--- src/rtl/data_addr_trans_stage.sv ---
// Load/store address-translation stage: MMU request, exception classification, output FIFO toward dcache.
// Optional alignment check (ALE, ecode 0x09) enabled by defining DATA_ALIGN_CHECK_EN.
module data_addr_trans_stage #(
    parameter int TAG_W = 8,
    parameter int DEPTH = 2
) (
    input  logic             clk,
    input  logic             rst_n,
    input  logic             flush_i,
    input  logic [1:0]       csr_plv_i,
    input  logic             in_valid_i,
    output logic             in_ready_o,
    input  logic [31:0]      in_vaddr_i,
    input  logic             in_store_i,
    input  logic [1:0]       in_size_i,
    input  logic             in_cacop_i,
    input  logic [TAG_W-1:0] in_tag_i,
    output logic             mmu_req_valid_o,
    output logic [31:0]      mmu_req_vaddr_o,
    output logic             mmu_req_cacop_o,
    input  logic             mmu_miss_i,
    input  logic             mmu_tlb_used_i,
    input  logic [31:0]      mmu_paddr_i,
    input  logic             mmu_uncache_i,
    input  logic             mmu_tlb_v_i,
    input  logic             mmu_tlb_d_i,
    input  logic [1:0]       mmu_tlb_plv_i,
    output logic             out_valid_o,
    input  logic             out_ready_i,
    output logic [31:0]      out_paddr_o,
    output logic [31:0]      out_vaddr_o,
    output logic             out_store_o,
    output logic             out_uncache_o,
    output logic             out_excp_o,
    output logic [5:0]       out_ecode_o,
    output logic [TAG_W-1:0] out_tag_o
);

    localparam int PTR_W = (DEPTH > 2) ? 2 : 1;
    localparam int CNT_W = 3;

    typedef struct packed {
        logic [31:0]      paddr;
        logic [31:0]      vaddr;
        logic             store;
        logic             uncache;
        logic             excp;
        logic [5:0]       ecode;
        logic [TAG_W-1:0] tag;
    } entry_t;

    // TLB-path exception ranking; 0 means no exception.
    function automatic logic [5:0] tlb_ecode(input logic       tlb_used,
                                             input logic       miss,
                                             input logic       pg_v,
                                             input logic       pg_d,
                                             input logic       store,
                                             input logic [1:0] csr_plv,
                                             input logic [1:0] pg_plv);
        logic [5:0] code;
        code = 6'h00;
        if (tlb_used) begin
            if (miss)                 code = 6'h3F;
            else if (!pg_v)           code = store ? 6'h02 : 6'h01;
            else if (csr_plv > pg_plv) code = 6'h07;
            else if (store && !pg_d)  code = 6'h04;
        end
        return code;
    endfunction

`ifdef DATA_ALIGN_CHECK_EN
    function automatic logic misaligned(input logic [1:0] size, input logic [1:0] va_lo);
        return (size == 2'd1 && va_lo[0]) || (size == 2'd2 && va_lo != 2'b00);
    endfunction
`endif

    function automatic logic [PTR_W-1:0] ptr_inc(input logic [PTR_W-1:0] p);
        return (p == PTR_W'(DEPTH - 1)) ? '0 : p + 1'b1;
    endfunction

    logic             vld_p1;
    logic [31:0]      vaddr_p1;
    logic             store_p1;
    logic [TAG_W-1:0] tag_p1;
    logic [CNT_W-1:0] count;
    logic [PTR_W-1:0] wptr, rptr;
    entry_t           mem [DEPTH];
    entry_t           push_ent;
    entry_t           head;
    logic             accept_p0, push, pop;

`ifdef DATA_ALIGN_CHECK_EN
    logic [1:0]       size_p1;
`else
    logic             unused_size;
    assign unused_size = ^in_size_i;
`endif

    // ---- p0: request issue toward the MMU ----
    // Counting the S1 occupant reserves its FIFO slot before the MMU answers.
    assign in_ready_o      = ((count + CNT_W'(vld_p1)) < CNT_W'(DEPTH)) && !flush_i;
    assign accept_p0       = in_valid_i && in_ready_o;
    assign mmu_req_valid_o = accept_p0;
    assign mmu_req_vaddr_o = in_vaddr_i;
    assign mmu_req_cacop_o = in_cacop_i;

    always_ff @(posedge clk or negedge rst_n) begin
        if (!rst_n) vld_p1 <= 1'b0;
        else        vld_p1 <= accept_p0;
    end

    always_ff @(posedge clk) begin
        if (accept_p0) begin
            vaddr_p1 <= in_vaddr_i;
            store_p1 <= in_store_i;
            tag_p1   <= in_tag_i;
`ifdef DATA_ALIGN_CHECK_EN
            size_p1  <= in_size_i;
`endif
        end
    end

    // ---- p1: MMU response capture and classification ----
    always_comb begin
        push_ent.ecode = tlb_ecode(mmu_tlb_used_i, mmu_miss_i, mmu_tlb_v_i, mmu_tlb_d_i,
                                   store_p1, csr_plv_i, mmu_tlb_plv_i);
`ifdef DATA_ALIGN_CHECK_EN
        if (misaligned(size_p1, vaddr_p1[1:0])) push_ent.ecode = 6'h09;
`endif
        push_ent.excp    = (push_ent.ecode != 6'h00);
        push_ent.paddr   = push_ent.excp ? vaddr_p1 : mmu_paddr_i;
        push_ent.vaddr   = vaddr_p1;
        push_ent.store   = store_p1;
        push_ent.uncache = mmu_uncache_i;
        push_ent.tag     = tag_p1;
    end

    assign push = vld_p1 && !flush_i;
    assign pop  = (count != '0) && out_ready_i;

    always_ff @(posedge clk or negedge rst_n) begin
        if (!rst_n) begin
            count <= '0;
            wptr  <= '0;
            rptr  <= '0;
        end else if (flush_i) begin
            count <= '0;
            wptr  <= '0;
            rptr  <= '0;
        end else begin
            if (push) wptr <= ptr_inc(wptr);
            if (pop)  rptr <= ptr_inc(rptr);
            unique case ({push, pop})
                2'b10:   count <= count + CNT_W'(1);
                2'b01:   count <= count - CNT_W'(1);
                default: count <= count;
            endcase
        end
    end

    always_ff @(posedge clk) begin
        if (push) mem[wptr] <= push_ent;
    end

    // ---- p2: FIFO head toward the dcache ----
    // Fields are forced to zero when empty so stale entries never appear after reset or flush.
    assign head          = mem[rptr];
    assign out_valid_o   = (count != '0);
    assign out_paddr_o   = out_valid_o ? head.paddr   : '0;
    assign out_vaddr_o   = out_valid_o ? head.vaddr   : '0;
    assign out_store_o   = out_valid_o & head.store;
    assign out_uncache_o = out_valid_o & head.uncache;
    assign out_excp_o    = out_valid_o & head.excp;
    assign out_ecode_o   = out_valid_o ? head.ecode   : '0;
    assign out_tag_o     = out_valid_o ? head.tag     : '0;

endmodule
--- config.mk ---
export PLATFORM = sky130hd
export DESIGN_NAME = data_addr_trans_stage
export DESIGN_NICKNAME = d
export VERILOG_FILES = /design/src/rtl/data_addr_trans_stage.sv
export SDC_FILE = /design/constraint.sdc
export NUM_CORES = 1
export LEC_CHECK = 0
export CAP_MARGIN = 20
export CORE_MARGIN = 4
export CORE_UTILIZATION = 45
export DETAILED_ROUTE_END_ITERATION = 8
export PLACE_DENSITY = 0.77
export SLEW_MARGIN = 20
export SYNTH_ARGS = -nofsm -noshare
export SYNTH_HDL_FRONTEND = slang
export SYNTH_SLANG_ARGS = --single-unit
export TNS_END_PERCENT = 100
--- constraint.sdc ---
create_clock -name clk -period 7 [get_ports clk]
set_input_delay 1.4 -clock clk [delete_from_list [all_inputs] [get_ports clk]]
set_output_delay 1.4 -clock clk [all_outputs]
set_load 0.05 [all_outputs]
==> results.cfg <==
[clocking]
tritoncts_clock_tree = done
insertion_delay_ns = 0.49
cts-root-buf = clkbuf_16
htreeDepth = 1
cts.repair_timing.setup_buffer_count = 0
cts-root-to-sink-buffers = 3
tritoncts.num_buffers = 22
clkSlewWorstSetupHoldPaths_ns = 0.06
cts_resized = 0
post_cts_hold_buffer_count = 0
clock-sinks = 205

[timing]
timing.final.max_slew_violations = 0
worst_slew_margin_rel_pct = 39.25
finClkSkew_ns = 0.009525
timing.fmax_ghz = 0.2062
finalCritPeriodShare_pct = 69.28
worst_hold_slack_ns = 0.4534
post_layout_minimum_cycle_time_ns = 4.850
final.setup.tns_ns = 0
grt_setup_unrepaired = no
finalHoldViolations = 0
setup_viol = 0
max_slew.worst_pin.slew_ns = 0.9113

[synthesis]
fraction_of_the_mapped_netlist_area_in_compound_gates_pct = 1.213
synth_cells = 502
share_of_synthesized_cell_area_in_full_adder_half_adder_and_majority_cells_pct = 0.6804
synth_top_area_cell = edfxtp_1
synthesis.area_per_instance_um2 = 16.85
synth.yosys.seq_area_share_pct = 72.42
yosysUniqueCellTypes = 34
dominant_combinational_cell_family_by_area_after_synthesis = multiplexers
ys.warnings.count = 0
post_synth_mux_area_share_pct = 15.01
synthXorXnorAreaFrac_pct = 0.6212
synth_seq_cells = 205
yosys.area_share.simple_pct = 5.014
yosys-top-cells-area = edfxtp_1 71%, mux2i_1 9.5%, mux2_4 5.1%, nor2_1 3.9%, buf_4 3.1%
post_synth_instance_area_mm2 = 0.008459
syn-num-nets = 596
share_of_the_synthesized_area_in_the_top_cell_type_pct = 70.64

[place]
hpwl_um = 11170
io_buffer_count = 202
gp_congestion = 0.7862

[finish]
seq_cell_area_mm2 = 0.006130
diode_insertion_count_for_antenna_repair = 0
multi_input_area_mm2 = 0.001931
syn2layout_area_growth_pct = 32.02
final_net_count = 772
post_route_cells_drive_above_1_share_pct = 11.00
fill_cells = 1324

[global_routing]
gr-usage-all-layers_pct = 15.98
grt_antenna_before_repair = 0
grt_max_degree = 80
gr-total-overflow = 0
grt_first_pass_wirelength_um = 27090
via_count_of_the_first_global_routing_pass = 5153

[worst_hold_path]
min-delay-path-class = register to register
worst_hold_path.num_cells = 0
start_point_of_the_worst_min_delay_path = tag_p1[2]$_DFFE_PP_
hold_end = mem[0][2]$_DFFE_PP_

[critical_path]
rr_startpoint = vld_p1$_DFF_PN0_
timing.critical_path.arrival_ns = 3.45
cp_required_ns = 5.60
path_class = input pin to primary output
crit_path_start_kind = input pin
reg2regPathDepth = 6
worstReg2RegEnd = tag_p1[1]$_DFFE_PP_
r2r_setup_slack_ns = 4.49
setup.worst_path.end_class = primary output
cp_max_fo = 8

[drt]
final_antenna_net_count = 0
number_of_violations_reported_at_the_end_of_detailed_routing_iteration_0 = 215
detail_route.vias_per_cell = 5.065
route.vias.total = 4660
avgRoutedWirePerCell_um = 18.69
dr.pass1.iters = 4
route.detailed.drc = 0
wl_um = 17190

[power]
comb_pwr_share_pct = 43.9
p_int_mw = 2.920
power.density_mw_per_mm2 = 440.2
total_power_mw = 4.916
static-leakage-power_nw = 3.813
p_sw_share_pct = 40.60
power.sequential.fraction_pct = 33.0
switchingPower_mw = 1.996
vdd_ir_drop_max_mv = 0.2707
clkPwrFrac_pct = 23.1

[floorplanning]
placement_rows = 49
chipWidth_um = 145.1
initial_util_pct = 46.46
io-pin-count = 207
die_height_um = 145.1
floorplan.die_area_mm2 = 0.02106
core-area_mm2 = 0.01821

[run_status]
run_status = complete, no violations

[run]
timing.max_cap.violations = 0
[per-stage QoR]
step	area (um2)	utilization [%]	setup WS, ns	instances
after detailed placement	10440	57.31	2.188	882
final	11170	61.33	2.150	920
after CTS	11140	61.20	2.176	919
after global placement	10440	57.31	2.242	882
after floorplan	8464	-	1.395	502
after global routing	11170	61.33	2.109	920
[cells in the mapped netlist]
library cell  instances
a21boi_4              1
a21oi_1               1
a221oi_1              1
a31o_2                1
a32oi_1               1
and2_1                3
and2b_1               1
and3_1                1
buf_12                3
buf_2                 8
buf_4                35
clkbuf_1             11
dfrtp_1               6
edfxtp_1            199
fa_1                  1
ha_1                  3
inv_1                 6
mux2_2                3
mux2_4               29
mux2i_1              80
nand2_1               1
nand2b_1              2
nand3_1               1
nor2_1               87
nor2b_1               1
nor3_1                2
nor3_2                2
nor3b_1               1
o21ai_0               1
o21ai_2               1
o31a_1                2
o31ai_4               1
xnor2_1               4
xor2_1                2
[worst max path at each step]
stage,start,to,slack (ns),cells past startpoint
floorplan,flush_i,mmu_req_valid_o,1.39,3
global placement,flush_i,mmu_req_valid_o,2.24,4
detailed placement,flush_i,mmu_req_valid_o,2.19,4
CTS,flush_i,mmu_req_valid_o,2.18,4
global route,flush_i,mmu_req_valid_o,2.11,4
finish,flush_i,mmu_req_valid_o,2.15,4
[area by class of cell]
| cell class | count | share of cell area [%] |
|---|---|---|
| timing repair buffer | 209 | 18.72 |
| tap | 229 | 2.566 |
| sequential | 205 | 54.88 |
| clock inverter | 11 | 1.087 |
| multi-input combinational | 234 | 17.29 |
| inverter | 6 | 0.2017 |
| clock buffer | 26 | 5.254 |
[logic make-up after synthesis]
kind of cell | Yosys count
AOI/OAI and AO/OA | 10
DFF | 205
xor gates and xnor gates | 6
and+or+nand+nor | 102
buffers and inverters | 63
muxes | 112
adders and majority gates | 4
[placed cells by master (no fill, tap or decap), types with 4 or more instances in the layout]
master | synthesis | layout
mux2i_1 | 80 | 80
clkbuf_16 | 0 | 23
mux2_4 | 29 | 29
dfrtp_1 | 6 | 5
nor2_1 | 87 | 87
edfxtp_1 | 199 | 199
buf_4 | 35 | 5
inv_1 | 6 | 6
xnor2_1 | 4 | 4
clkinv_1 | 0 | 7
clkdlybuf4s50_1 | 0 | 202
[power by group through the flow]
stage | Clock, mW | Combinational, mW | Sequential, mW
2_1_floorplan | 0 | 1.54 | 1.57
3_3_place_gp | 0 | 2.15 | 1.64
6_report | 1.13 | 2.16 | 1.62
3_5_place_dp | 0 | 2.17 | 1.65
5_1_grt | 1.21 | 2.26 | 1.64
4_1_cts | 1.16 | 2.18 | 1.63
[registers in the layout, summed over array words and instances (netlist names)]
| signal | count |
|---|---|
| wptr | 1 |
| tag_p1 | 8 |
| rptr | 1 |
| count | 3 |
| store_p1 | 1 |
| vld_p1 | 1 |
| mem | 158 |
| vaddr_p1 | 32 |
[worst max-delay path, stage by stage]
cell and delay [ns]:
clkdlybuf4s50_1 0.59, nor3_1 0.32, and2_2 0.29, clkdlybuf4s50_1 0.84
[metal layers]
metal | vias up | wire length (um) | GRT usage, %
met4 | 0 | 382 | 5.033
met3 | 31 | 881 | 3.087
met1 | 2298 | 7034 | 19.21
li1 | 2171 | - | -
met2 | 160 | 8894 | 29.11
met5 | - | 0 | 0
Power figures use the tool's default switching activity.
==> variant 1, RTL diff (same settings) <==
The localparam `CNT_W` goes from 3 to 6.
--- a/src/rtl/data_addr_trans_stage.sv
+++ b/src/rtl/data_addr_trans_stage.sv
@@ -37,7 +37,7 @@
 );
 
     localparam int PTR_W = (DEPTH > 2) ? 2 : 1;
-    localparam int CNT_W = 3;
+    localparam int CNT_W = 6;
 
     typedef struct packed {
         logic [31:0]      paddr;
Formal check against the unedited RTL: no difference found for any inputs over 4 cycles, from zero or initial values and one cycle with rst_n low; that may be too few to reach the edited logic, so the function may still have changed.
==> variant 1 against the original RTL <==
Sequential cell count grew 3; largest cell class unchanged; power up 18%; area after synthesis up 1.3%; utilization decreased by 0.73 points; routed wire length increased by 5.3%; first-iteration DRC count up 14%; design area rose by 1.5%; worst setup slack got worse by 250 ps; worst hold slack worse by 10 ps.
==> variant 1: results (changes against the original RTL) <==
| Metric | Value |
|---|---|
| Vias in the first global route | 5,443 (+5.6%) |
| WL per Instance | 18.8 um (+0.35%) |
| Post-CTS Setup Repair Bufs | 0 (unchanged) |
| Clk root buf | clkbuf_16 |
| Seq/Total Area, Yosys | 72.4% (about the same) |
| Largest cells by area after synthesis | edfxtp_1 (70%), mux2i_1 (9.3%), mux2_2 (4.3%) |
| Synth Flop Type | edfxtp_1 |
| Share of flip-flops with an asynchronous set or reset | 4.33% (+1.4 points) |
| PortBufs | 202 (unchanged) |
| Synth Area per Inst | 15.9 um^2 (-5.8%) |
| Clock transition at the registers of the reported paths | 60 ps (about the same) |
| Worst R2R End | count[5] |
| FF-to-FF path depth | 9 (+3) |
| Via count | 4,950 (+6.2%) |
| Clk_skew | 6.48 ps (-3.04 ps) |
| FF-to-FF setup slack | 3650 ps (-840 ps) |
| Max IR drop VDD | 0.337 mV (+24%) |
| CP arrival | 3700 ps (+250 ps) |
| R2R Path Start | count[5] |
| Met1 usage | 20.7% (+1.5 points) |
| Largest fanout on the critical path | 11 (+3) |
| DR iter-0 viols | 245 (+14%) |
| HP Start | tag_p1[4] |
| Global routing met3 resource utilization | 4.20% (+1.1 points) |
| DP HPWL | 11.5 mm (+3.2%) |
| RePlAce Congestion | 0.806 (+2.5%) |
| Post-Syn Nets | 636 (+6.7%) |
| Setup crit start | flush_i |
| Hold Path Stages | 0 (unchanged) |
| Via density | 5.13 (+1.3%) |
| TritonCTS buffer count | 22 (unchanged) |
| Synth top cells by count | edfxtp_1 (199), nor2_1 (94), mux2i_1 (80), buf_4 (35), mux2_2 (33) |
| LEAKAGE | 0.00389 uW (+1.9%) |
| Pin count of the biggest net entering global routing | 51 (-36%) |
| Worst-Margin Slew | 1040 ps (+127 ps) |
| GRT Util Overall | 16.8% (+0.81 points) |
| Layout cell share with drive strength beyond 1 | 10.8% (-0.19 points) |
| Cells after DPL | 924 (+4.8%) |
| Run status | completed |
| First-pass GRT wire length | 28.8 mm (+6.4%) |
| Yosys cell types | 40 (+18%) |
| Hold Crit Endpoint | mem[1][4] |
| Grt met2 use | 29.8% (+0.67 points) |
| NumNets Final | 811 (+5.1%) |
[variant 1: cell count changes after synthesis, sizes merged, moves of 4 or more]
cell | unedited run | this run
nand2 | 1 | 6
nor3 | 4 | 0
o21a | 0 | 4
nor2 | 87 | 94
[variant 1: logic make-up after synthesis]
family	share of synthesized area (%)
multiplexers	13.7
AND/OR/NAND/NOR	5.65
buffers and inverters	4.48
AO/OA/AOI/OAI	2.15
adder cells (fa/ha/maj)	0.876
flip-flops	72.4
XOR/XNOR	0.803
[variant 1: routing by layer]
metal / vias up / part of all wire (%)
met3: 20 / 6.6
met4: 0 / 1.6
li1: 2317 / -
met5: - / 0
met1: 2440 / 41
met2: 173 / 51
[variant 1: area by class of cell]
type	count	area, um^2
fill	1376	7370
sequential	208	6200
timing repair buffer	210	2090
multi-input combinational	266	2020
clock buffer	27	591
tap	234	293
clock inverter	13	106
inverter	7	26.3
[variant 1: worst max-delay path, stage by stage]
cell and delay [ps]:
clkdlybuf4s50_1 630, a2111oi_1 530, and2_2 300, clkdlybuf4s50_1 830
[variant 1: through the flow]
step | cell area [um^2] | worst slack [ps] | hold slack (ps)
2_1_floorplan | 8570 | 648 | 421
3_3_place_gp | 10600 | 1950 | 426
3_5_place_dp | 10600 | 1920 | 431
4_1_cts | 11300 | 1910 | 447
5_1_grt | 11300 | 1680 | 470
6_report | 11300 | 1900 | 443
[variant 1: worst max path at each step]
stage / to / slack [ps]
after detailed placement: mmu_req_valid_o / 1920
after floorplan: mmu_req_valid_o / 650
after global routing: mmu_req_valid_o / 1680
after global placement: mmu_req_valid_o / 1950
final: mmu_req_valid_o / 1900
after CTS: mmu_req_valid_o / 1910
[variant 1: where the power goes]
part,switching (uW),internal [uW]
sequential,152,1530
clock,447,669
combinational,2010,969
total,2610,3170
==> variant 2, RTL diff (config.mk and constraints unchanged) <==
Made on the original files. Make the reset (`rst_n`) synchronous in 2 clocked blocks.
--- a/src/rtl/data_addr_trans_stage.sv
+++ b/src/rtl/data_addr_trans_stage.sv
@@ -104,7 +104,7 @@
     assign mmu_req_vaddr_o = in_vaddr_i;
     assign mmu_req_cacop_o = in_cacop_i;
 
-    always_ff @(posedge clk or negedge rst_n) begin
+    always_ff @(posedge clk) begin
         if (!rst_n) vld_p1 <= 1'b0;
         else        vld_p1 <= accept_p0;
     end
@@ -138,7 +138,7 @@
     assign push = vld_p1 && !flush_i;
     assign pop  = (count != '0) && out_ready_i;
 
-    always_ff @(posedge clk or negedge rst_n) begin
+    always_ff @(posedge clk) begin
         if (!rst_n) begin
             count <= '0;
             wptr  <= '0;
Check against the original RTL: differs if rst_n is asserted again (counterexample within 4 cycles, from zero or initial values and one cycle with rst_n low); with rst_n held inactive, the same outputs for 4 cycles.
==> variant 2 against the original RTL <==
Count of clock-buffer cells in the layout rose by 1; worst setup slack better by 220 ps; sequential cell count grew 1; non-clock buffer count grew 2; sequential share of layout area is 0.090 points lower; design area is the same; critical path depth unchanged; area after synthesis down 0.27%; routed wire length decreased by 0.52%; largest cell class unchanged; highest routed layer unchanged.
Power is not compared: it rests on default switching activity, and its combinational part moved more than twofold at a synthesized area within 25%.
==> variant 2: results (changes against the original RTL) <==
| Metric | Value |
|---|---|
| FF-to-FF setup slack | 4470 ps (-20 ps) |
| Run status | completed |
| Via count | 4,590 (-1.5%) |
| Largest fanout on the critical path | 3 (-5) |
| Clk_skew | 10.4 ps (+0.899 ps) |
| Largest cells by area after synthesis | edfxtp_1 (71%), mux2i_1 (9.4%), mux2_4 (5.2%) |
| DR iter-0 viols | 186 (-13%) |
| TritonCTS buffer count | 22 (unchanged) |
| Max-Slew Margin vs Limit | 35.9% (-3.4 points) |
| Via density | 4.95 (-2.2%) |
| NumNets Final | 779 (+0.91%) |
| Hold Crit Endpoint | mem[0][7] |
| RePlAce Congestion | 0.777 (-1.1%) |
| Post-Place Cell Area | 10,400 um^2 (-0.20%) |
| GRT Util Overall | 15.5% (-0.46 points) |
| Synthesized instance count | 504 (+0.40%) |
| Slowest CP cell | clkdlybuf4s50_1 |
| Total Routed Length | 17.1 mm (-0.52%) |
| Cells after DPL | 887 (+0.57%) |
| Hold Path Class | flip-flop to flip-flop |
| Share of flip-flops with an asynchronous set or reset | 0% (-2.9 points) |
| Fillers | 1,291 (-2.5%) |
| CP arrival | 3230 ps (-220 ps) |
| DRC | 0 (unchanged) |
| Worst R2R End | mem[0][49] |
| TritonRoute pass-1 iters | 4 (unchanged) |
| Yosys cell types | 32 (-5.9%) |
| First-pass GRT wire length | 26.5 mm (-2.1%) |
| Synth top cells by count | edfxtp_1 (199), nor2_1 (90), mux2i_1 (79), buf_4 (36), mux2_4 (29) |
| Hold slack | 443 ps (-10.8 ps) |
| Vias in the first global route | 4,978 (-3.4%) |
| R2R Path Start | store_p1 |
| Worst path max stage delay | 830 ps |
| Hold Path Stages | 0 (unchanged) |
| H-tree depth | 1 (unchanged) |
| HP Start | tag_p1[7] |
| Seq/Total Area, Yosys | 72.5% (+0.075 points) |
| Post-Syn Nets | 599 (+0.50%) |
| FF-to-FF path depth | 5 (-1) |
| Layout cell share with drive strength beyond 1 | 11.7% (+0.75 points) |
| Pin count of the biggest net entering global routing | 49 (-39%) |
| DP HPWL | 11.1 mm (-0.41%) |
-- variant 2: logic make-up after synthesis --
kind of cell             Yosys count  synth area share (%)
flip-flops                       206                  72.5
buffers and inverters             64                  5.18
multiplexers                     111                  14.9
XOR/XNOR                           5                 0.519
AO/OA/AOI/OAI                      9                 0.875
adder cells (fa/ha/maj)            5                 0.831
AND/OR/NAND/NOR                  104                  5.18
-- variant 2: worst max path at each step --
stage | start | to | depth (start not counted)
after global placement | flush_i | mmu_req_valid_o | 4
after floorplan | flush_i | mmu_req_valid_o | 2
after CTS | flip-flop | out_vaddr_o[12] | 4
after global routing | flip-flop | out_vaddr_o[12] | 4
after detailed placement | flush_i | mmu_req_valid_o | 4
final | flush_i | mmu_req_valid_o | 4
-- variant 2: per-layer routing --
layer	share of wire, %	vias up	track usage, %
met4	1.5	0	3.94
met2	53	145	29.8
met1	40	2253	17.7
li1	-	2169	-
met5	0	-	0
met3	5.2	23	3.02
-- variant 2: through the flow --
stage | worst slack, ps | util, %
after global routing | 2250 | 61.3
after CTS | 2350 | 61.0
after global placement | 2390 | 57.2
final | 2370 | 61.3
after detailed placement | 2370 | 57.2
after floorplan | 1550 | -
-- variant 2: area by class of cell --
type | instances | area share [%]
tap | 229 | 2.57
clock inverter | 11 | 0.963
sequential | 206 | 54.8
timing repair buffer | 211 | 19.1
multi-input combinational | 234 | 17.0
inverter | 9 | 0.302
clock buffer | 27 | 5.29
-- variant 2: power by group --
part	switching [uW]	internal, uW
Sequential	14.5	1390
Combinational	118	106
Clock	442	671
